[config.mk]
export PLATFORM = sky130hd
export DESIGN_NAME = cpu_mem_arbiter
export DESIGN_NICKNAME = d
export VERILOG_FILES = /design/src/rtl/cpu_mem_arb_pkg.sv /design/src/rtl/cpu_mem_arb_sel.sv /design/src/rtl/cpu_mem_arbiter.sv
export SDC_FILE = /design/constraint.sdc
export NUM_CORES = 1
export LEC_CHECK = 0
export ABC_CLOCK_PERIOD_IN_PS = 4200
export CAP_MARGIN = 20
export CORE_MARGIN = 4
export CORE_UTILIZATION = 45
export CTS_CLUSTER_DIAMETER = 30
export DETAILED_ROUTE_END_ITERATION = 12
export GPL_TIMING_DRIVEN = 0
export PLACE_DENSITY = 0.91
export SETUP_SLACK_MARGIN = 0.15
export SLEW_MARGIN = 0
export SYNTH_ARGS = -nofsm -noshare
export SYNTH_HDL_FRONTEND = slang
export SYNTH_SLANG_ARGS = --single-unit
[constraint.sdc]
create_clock -name clk -period 4.2 [get_ports clk]
set_clock_uncertainty 0.2 [all_clocks]
set_input_delay 0.84 -clock clk [delete_from_list [all_inputs] [get_ports clk]]
set_output_delay 0.84 -clock clk [all_outputs]
set_load 0.01 [all_outputs]
[src/rtl/cpu_mem_arb_pkg.sv]
// Shared definitions for the CPU memory arbiter.
//   - FSM state encoding (IDLE, ADDR, WAIT)
//   - requester/owner encoding (OWN_INST, OWN_DATA)
//   - access size constants (SZ_BYTE, SZ_HALF, SZ_WORD)
package cpu_mem_arb_pkg;

   typedef enum logic [1:0] {
      IDLE = 2'd0,
      ADDR = 2'd1,
      WAIT = 2'd2
   } arbState_t;

   localparam logic OWN_INST = 1'b0;
   localparam logic OWN_DATA = 1'b1;

   localparam logic [1:0] SZ_BYTE = 2'd0;
   localparam logic [1:0] SZ_HALF = 2'd1;
   localparam logic [1:0] SZ_WORD = 2'd2;

endpackage

[src/rtl/cpu_mem_arb_sel.sv]
// Combinational grant selector for the CPU memory arbiter.
// Ports:
//   inst_req, data_req : pending requests from fetch and load/store
//   last_owner         : requester served most recently (OWN_INST/OWN_DATA)
//   grant_inst         : fetch wins this cycle
//   grant_data         : load/store wins this cycle
// On contention the requester that was not served last wins. Tying
// last_owner to OWN_INST turns this into fixed data-over-inst priority.
module cpu_mem_arb_sel
   import cpu_mem_arb_pkg::*;
(
   input  logic inst_req,
   input  logic data_req,
   input  logic last_owner,
   output logic grant_inst,
   output logic grant_data
);

   assign grant_data = data_req & (~inst_req | (last_owner == OWN_INST));
   assign grant_inst = inst_req & (~data_req | (last_owner == OWN_DATA));

endmodule

[src/rtl/cpu_mem_arbiter.sv]
// Shares one sram-like memory port between the MIPS core's instruction
// fetch requester and its data (load/store) requester. One transaction
// is outstanding at a time; the granted request is buffered and replayed
// on the memory port until the memory accepts it.
//
// Handshake: a requester's addr_ok pulses (combinationally, in IDLE) in
// the cycle its req is granted; its data_ok pulses for exactly the cycle
// mem_data_ok completes its transaction, with rdata valid in that cycle
// and held afterwards until the next completion for the same requester.
// mem_req stays high with stable mem_* fields until mem_addr_ok.
//
// Ports:
//   clk, rst                     : clock, synchronous active-high reset
//   inst_req/inst_addr           : fetch request (word read)
//   inst_addr_ok/data_ok/rdata   : fetch handshakes and read data
//   data_req/wr/size/addr/wdata  : load/store request
//   data_addr_ok/data_ok/rdata   : load/store handshakes and read data
//   mem_req/wr/size/addr/wdata   : downstream request
//   mem_addr_ok/data_ok/rdata    : downstream handshakes and read data
//
// Build option: define CPU_MEM_ARB_RR_EN for round-robin priority on
// contention; otherwise data always wins over inst.
module cpu_mem_arbiter
   import cpu_mem_arb_pkg::*;
#(
   parameter int ADDR_W = 32,
   parameter int DATA_W = 32
) (
   input  logic              clk,
   input  logic              rst,
   input  logic              inst_req,
   input  logic [ADDR_W-1:0] inst_addr,
   output logic              inst_addr_ok,
   output logic              inst_data_ok,
   output logic [DATA_W-1:0] inst_rdata,
   input  logic              data_req,
   input  logic              data_wr,
   input  logic [1:0]        data_size,
   input  logic [ADDR_W-1:0] data_addr,
   input  logic [DATA_W-1:0] data_wdata,
   output logic              data_addr_ok,
   output logic              data_data_ok,
   output logic [DATA_W-1:0] data_rdata,
   output logic              mem_req,
   output logic              mem_wr,
   output logic [1:0]        mem_size,
   output logic [ADDR_W-1:0] mem_addr,
   output logic [DATA_W-1:0] mem_wdata,
   input  logic              mem_addr_ok,
   input  logic              mem_data_ok,
   input  logic [DATA_W-1:0] mem_rdata
);

   arbState_t         stateQ;
   logic              bufOwner;
   logic              bufWr;
   logic [1:0]        bufSize;
   logic [ADDR_W-1:0] bufAddr;
   logic [DATA_W-1:0] bufWdata;
   logic [DATA_W-1:0] instRdataQ;
   logic [DATA_W-1:0] dataRdataQ;
   logic              lastOwner;
   logic              grantInst;
   logic              grantData;
   logic              idleGrant;
   logic              complete;
   logic              instDone;
   logic              dataDone;

   cpu_mem_arb_sel uSel (
      .inst_req   (inst_req),
      .data_req   (data_req),
      .last_owner (lastOwner),
      .grant_inst (grantInst),
      .grant_data (grantData)
   );

   // Handshakes are gated by rst so nothing is acknowledged in a reset cycle.
   assign idleGrant    = (stateQ == IDLE) & ~rst;
   assign inst_addr_ok = idleGrant & grantInst;
   assign data_addr_ok = idleGrant & grantData;

   // Completion: accept+response in the same ADDR cycle, or response in WAIT.
   // mem_data_ok in IDLE (or in ADDR without mem_addr_ok) is ignored.
   assign complete = ~rst & (((stateQ == ADDR) & mem_addr_ok & mem_data_ok) |
                             ((stateQ == WAIT) & mem_data_ok));
   assign instDone = complete & (bufOwner == OWN_INST);
   assign dataDone = complete & (bufOwner == OWN_DATA);

   assign inst_data_ok = instDone;
   assign data_data_ok = dataDone;
   assign inst_rdata   = instDone ? mem_rdata : instRdataQ;
   assign data_rdata   = dataDone ? mem_rdata : dataRdataQ;

   assign mem_req   = (stateQ == ADDR);
   assign mem_wr    = bufWr;
   assign mem_size  = bufSize;
   assign mem_addr  = bufAddr;
   assign mem_wdata = bufWdata;

`ifdef CPU_MEM_ARB_RR_EN
   // Requester served by the most recent grant; breaks ties on contention.
   always_ff @(posedge clk) begin
      if (rst) begin
         lastOwner <= OWN_INST;
      end else if (idleGrant & (grantInst | grantData)) begin
         lastOwner <= grantData ? OWN_DATA : OWN_INST;
      end
   end
`else
   // Constant "inst served last" makes the selector favour data.
   assign lastOwner = OWN_INST;
`endif

   always_ff @(posedge clk) begin
      if (rst) begin
         stateQ     <= IDLE;
         bufOwner   <= OWN_INST;
         bufWr      <= 1'b0;
         bufSize    <= 2'd0;
         bufAddr    <= '0;
         bufWdata   <= '0;
         instRdataQ <= '0;
         dataRdataQ <= '0;
      end else begin
         if (instDone) instRdataQ <= mem_rdata;
         if (dataDone) dataRdataQ <= mem_rdata;

         case (stateQ)
            IDLE: begin
               if (grantData) begin
                  bufOwner <= OWN_DATA;
                  bufWr    <= data_wr;
                  bufSize  <= data_size;
                  bufAddr  <= data_addr;
                  bufWdata <= data_wdata;
                  stateQ   <= ADDR;
               end else if (grantInst) begin
                  // Fetches are always word reads.
                  bufOwner <= OWN_INST;
                  bufWr    <= 1'b0;
                  bufSize  <= SZ_WORD;
                  bufAddr  <= inst_addr;
                  bufWdata <= '0;
                  stateQ   <= ADDR;
               end
            end
            ADDR: begin
               if (mem_addr_ok) stateQ <= mem_data_ok ? IDLE : WAIT;
            end
            WAIT: begin
               if (mem_data_ok) stateQ <= IDLE;
            end
            default: stateQ <= IDLE;
         endcase
      end
   end

endmodule
### Word level (Yosys, flattened, before mapping)

Cells that the tools add are included.

* eq/ne operators: 5
* mux-type cells: 17
* bitwise logic cells: 14
* reduce and logical (&&, ||, !) cells: 4

Operators with widths (count)
* 2-to-1 mux 32 bit: 6
* 2-to-1 mux 2 bit: 7
* bitwise AND 1 bit: 10
* case mux 2 bit (3 select lines): 1
* 2-to-1 mux 1 bit: 3
* inequality test 3 bit, second input constant: 1
* NOT 1 bit: 3
* AND reduction 3 bit: 1
* == test 2 x 1 -> 1 bit, second input constant: 1
* == test 2 bit, second input constant: 1
* logical NOT 2 bit: 1
* inequality test 2 x 1 -> 1 bit, second input constant: 1
* inequality test 2 bit, second input constant: 1
* AND reduction 2 bit: 1
* nonzero test 2 bit: 1
* bitwise OR 1 bit: 1

* register bits after elaboration: 134
* input port bits: 137
* output and inout port bits: 136
* logic and storage cells: 48

### Logic depth before layout (Yosys ltp)

* depth in word-level cells: 7
* depth in mapped cells: 7
* mapped depth without buffers: 3

### Hierarchy

Synthesis repeated with hierarchy kept, for this count alone.

* cell total of the unflattened synthesis: 596
* area, all modules: 5920.7 µm²

By module, submodules not included
* cpu_mem_arbiter: instances 1, cells an instance 593, area an instance 5901.9 µm², sequential area each 2682.6 µm²
* cpu_mem_arb_sel: instances 1, cells an instance 3, area an instance 18.8 µm², sequential area each 0.0 µm²

### Worst setup path before layout

Ideal clock, no wire load.

* path kind: input to output
* start: input port mem_addr_ok
* end: output port data_rdata[24]
* arrival: 1.932 ns
* data required time: 3.160 ns
* path slack: 1.228 ns
* cell stages on the path: 5
* buffers on the path: 2
* cells stage by stage: and3b_1 -> o2111ai_2 -> buf_4 -> buf_6 -> mux2_1

* word-level cells in the longest chain between the ends: 6

RTL lines
* from (decl): line cpu_mem_arbiter.sv:49 `input logic mem_addr_ok,`
* bitwise AND 1 bit (2 in series): line cpu_mem_arbiter.sv:85 `assign complete = ~rst & (((stateQ == ADDR) & mem_addr_ok & mem_data_ok) |`
* bitwise OR 1 bit: line cpu_mem_arbiter.sv:85
* bitwise AND 1 bit: line cpu_mem_arbiter.sv:85
* bitwise AND 1 bit: line cpu_mem_arbiter.sv:88 `assign dataDone = complete & (bufOwner == OWN_DATA);`
* 2-to-1 mux 32 bit
* to (decl): line cpu_mem_arbiter.sv:43 `output logic [DATA_W-1:0] data_rdata,`

No other way between the ends.

### Worst setup path after layout

* start: input port mem_addr_ok
* end: output port data_rdata[15]

The elaborated chain is that of the path after synthesis.

==> impl_results.md <==
- Synthesis warning total: 0
- PwrDens: 381 nW/um^2
- DPL Wire Length: 13800 um
- Mapped Nets: 697
- Initial core utilization: 45.7%
- IO Count: 273
- Sink Count: 134
- Vias in the first global route: 5488
- CP Class: input port to primary output
- Relative slew slack: 53.6%
- Area post-placement: 8960 um^2
- Core area: 13200 um^2
- DRT Pass-1 Iters: 4
- Area leader, netlist: dfxtp_1
- Clk pin slew, worst setup/hold paths: 0.06 ns
- Post-synth top cells: dfxtp_1, mux2i_1, nand2_1
- Count leader, synth: dfxtp_1
- Cells after Synth: 560
- CP startpoint kind: input port
- Finished layout cell area: 9730 um^2
- ANT cells: 0
- Antenna violations before repair: 0
- Post-route ant nets: 0
- Top cells by area, synth: dfxtp_1, mux2i_1, mux2_1, a211oi_2, mux2_2
- Fin Setup TNS: 0 ns
- Routed wire length: 18800 um
- Yosys top cell area share: 44.5%
- Max Cap Viol: 0
- Routed len/inst: 18.1 um
- Final setup viols: 0
- Register area share after synthesis: 44.5%
- Min cycle time layout: 3.94 ns
- Asr flop ratio synth: 0%
- Pins Over Slew Limit: 0
- LEAKAGE: 4.63 nW
- Via Count: 5364
- Library cells used by synthesis: 33
- Period utilization: 93.9%
- Fin. Hold Viols: 0
- H-tree Lvls: 4
- RSZ-0062 raised after global routing: true
- Worst skew pair latency: 0.41 ns
- Layout area overhead: 61.3%
- Initial DRC Count: 220
- Die area: 15300 um^2
- Vias/cell: 5.14
- Setup crit end kind: primary output
- CTS tree: done
- Placer Congestion: 0.777
- Post-cts hold buffer count: 0
- CP required: 3.16 ns
- Fraction of layout cells with a size suffix above 1: 15.1%
- Critical Path AT: 2.90 ns
- Worst Hold Class: flop to flop
- Layout Nets: 992
- CTS root buffer: clkbuf_16
- Main synth FF type: dfxtp_1
- Max VDD drop: 0.000256 V
- Status: finished clean
- # DRC: 0
- CTS Buf Count: 17
- FF+latch count, synth: 134
- Max frequency: 0.254 GHz
- Largest net degree at the start of global routing: 17
- GRT Total Usage: 23.5%
- Syn Area/Cell: 10.8 um^2
- Rows: 42
- Total grt overflow: 0
- First-pass GRT wire length: 28100 um
- Die width: 124 um
- Die H: 124 um
- Number of synthesized flops with an enable pin: 0
- Worst slew pin tran: 0.696 ns
- Mapped Area: 6030 um^2
- IO buf count: 271
- Top fanout value on the critical path: 10
- Worst-case clock buffer depth: 2
==> cells by family after synthesis <==
family / Yosys count / share of synthesized area [%]
compound gates: 105 / 15.1
buf+inv: 83 / 7.05
flops: 134 / 44.5
mux: 160 / 27.9
simple gates: 78 / 5.46
==> cell type report <==
class	instances	area (um^2)
tap	176	220
sequential	134	2680
multi-input combinational	343	2930
clock buffer	20	447
buffer	47	309
inverter	36	135
fill	906	3460
timing repair buffer	276	2780
clock inverter	11	223
==> where the power goes <==
group	internal [W]	leakage (nW)	total, W	switching [W]
logic	0.000362	3.21	0.000633	0.000271
clock network	0.00113	0.321	0.00169	0.000562
registers	0.00134	1.10	0.00138	0.0000380
total	0.00284	4.63	0.00371	0.000871
==> per-stage QoR <==
stage | cells | total power [W] | setup WS [ns] | util (%) | hold slack [ns]
2_1_floorplan | 560 | 0.00168 | 1.23 | - | 0.244
3_3_place_gp | 1007 | 0.00202 | 0.108 | 68.0 | 0.252
3_5_place_dp | 1007 | 0.00204 | 0.101 | 68.0 | 0.255
4_1_cts | 1038 | 0.00373 | 0.151 | 73.1 | 0.270
5_1_grt | 1043 | 0.00383 | 0.145 | 73.8 | 0.290
6_report | 1043 | 0.00371 | 0.256 | 73.8 | 0.266
==> worst max-delay path, stage by stage <==
cell and delay [ns]:
clkdlybuf4s50_1 0.42, and3b_1 0.22, o2111ai_2 0.23, buf_6 0.18, buf_6 0.16, mux2_1 0.36, clkdlybuf4s50_1 0.49
==> placed cells by master (no fill, tap or decap), types with 17 or more instances in the layout <==
master	Yosys	layout
nand2_1	65	65
mux2_1	34	34
mux2_2	30	30
inv_1	36	36
mux2i_1	96	96
a22o_1	34	34
a21oi_1	33	33
a211oi_2	30	30
clkbuf_16	0	17
clkbuf_1	16	18
clkdlybuf4s50_1	0	258
dfxtp_1	134	134
==> state kept, by name, summed over array words and instances, names as in the netlist <==
register	cells
stateQ	2
mem_addr	32
instRdataQ	32
dataRdataQ	32
bufOwner	1
mem_wr	1
mem_size	2
mem_wdata	32
==> layer usage <==
metal	vias to the layer above	global-route usage (%)	part of all wire [%]
li1	2575	-	-
met1	2519	25.7	38
met2	229	41.0	49
met3	41	8.90	10
met4	0	9.62	3.0
met5	-	0	0
==> path summary, 6_finish.rpt <==
path	end	from	cells after the start	slack (ns)
worst max register to register	instRdataQ[4]$_SDFF_PP0_	stateQ[1]$_SDFFE_PP0P_	6	2.30
worst max-delay path	data_rdata[15]	mem_addr_ok	7	0.26
worst min-delay path	dataRdataQ[5]$_SDFF_PP0_	dataRdataQ[5]$_SDFF_PP0_	2	0.27
worst min register to register	dataRdataQ[5]$_SDFF_PP0_	dataRdataQ[5]$_SDFF_PP0_	2	0.27
==> repair_timing <==
item	4_1_cts	5_1_grt
gates resized for setup	1	19
cloned	0	0
pin swaps	0	1
setup endpoints to repair	17	44
hold endpoints to repair	0	0
setup buffers	0	5
No activity file was read; power rests on OpenSTA's default activity.
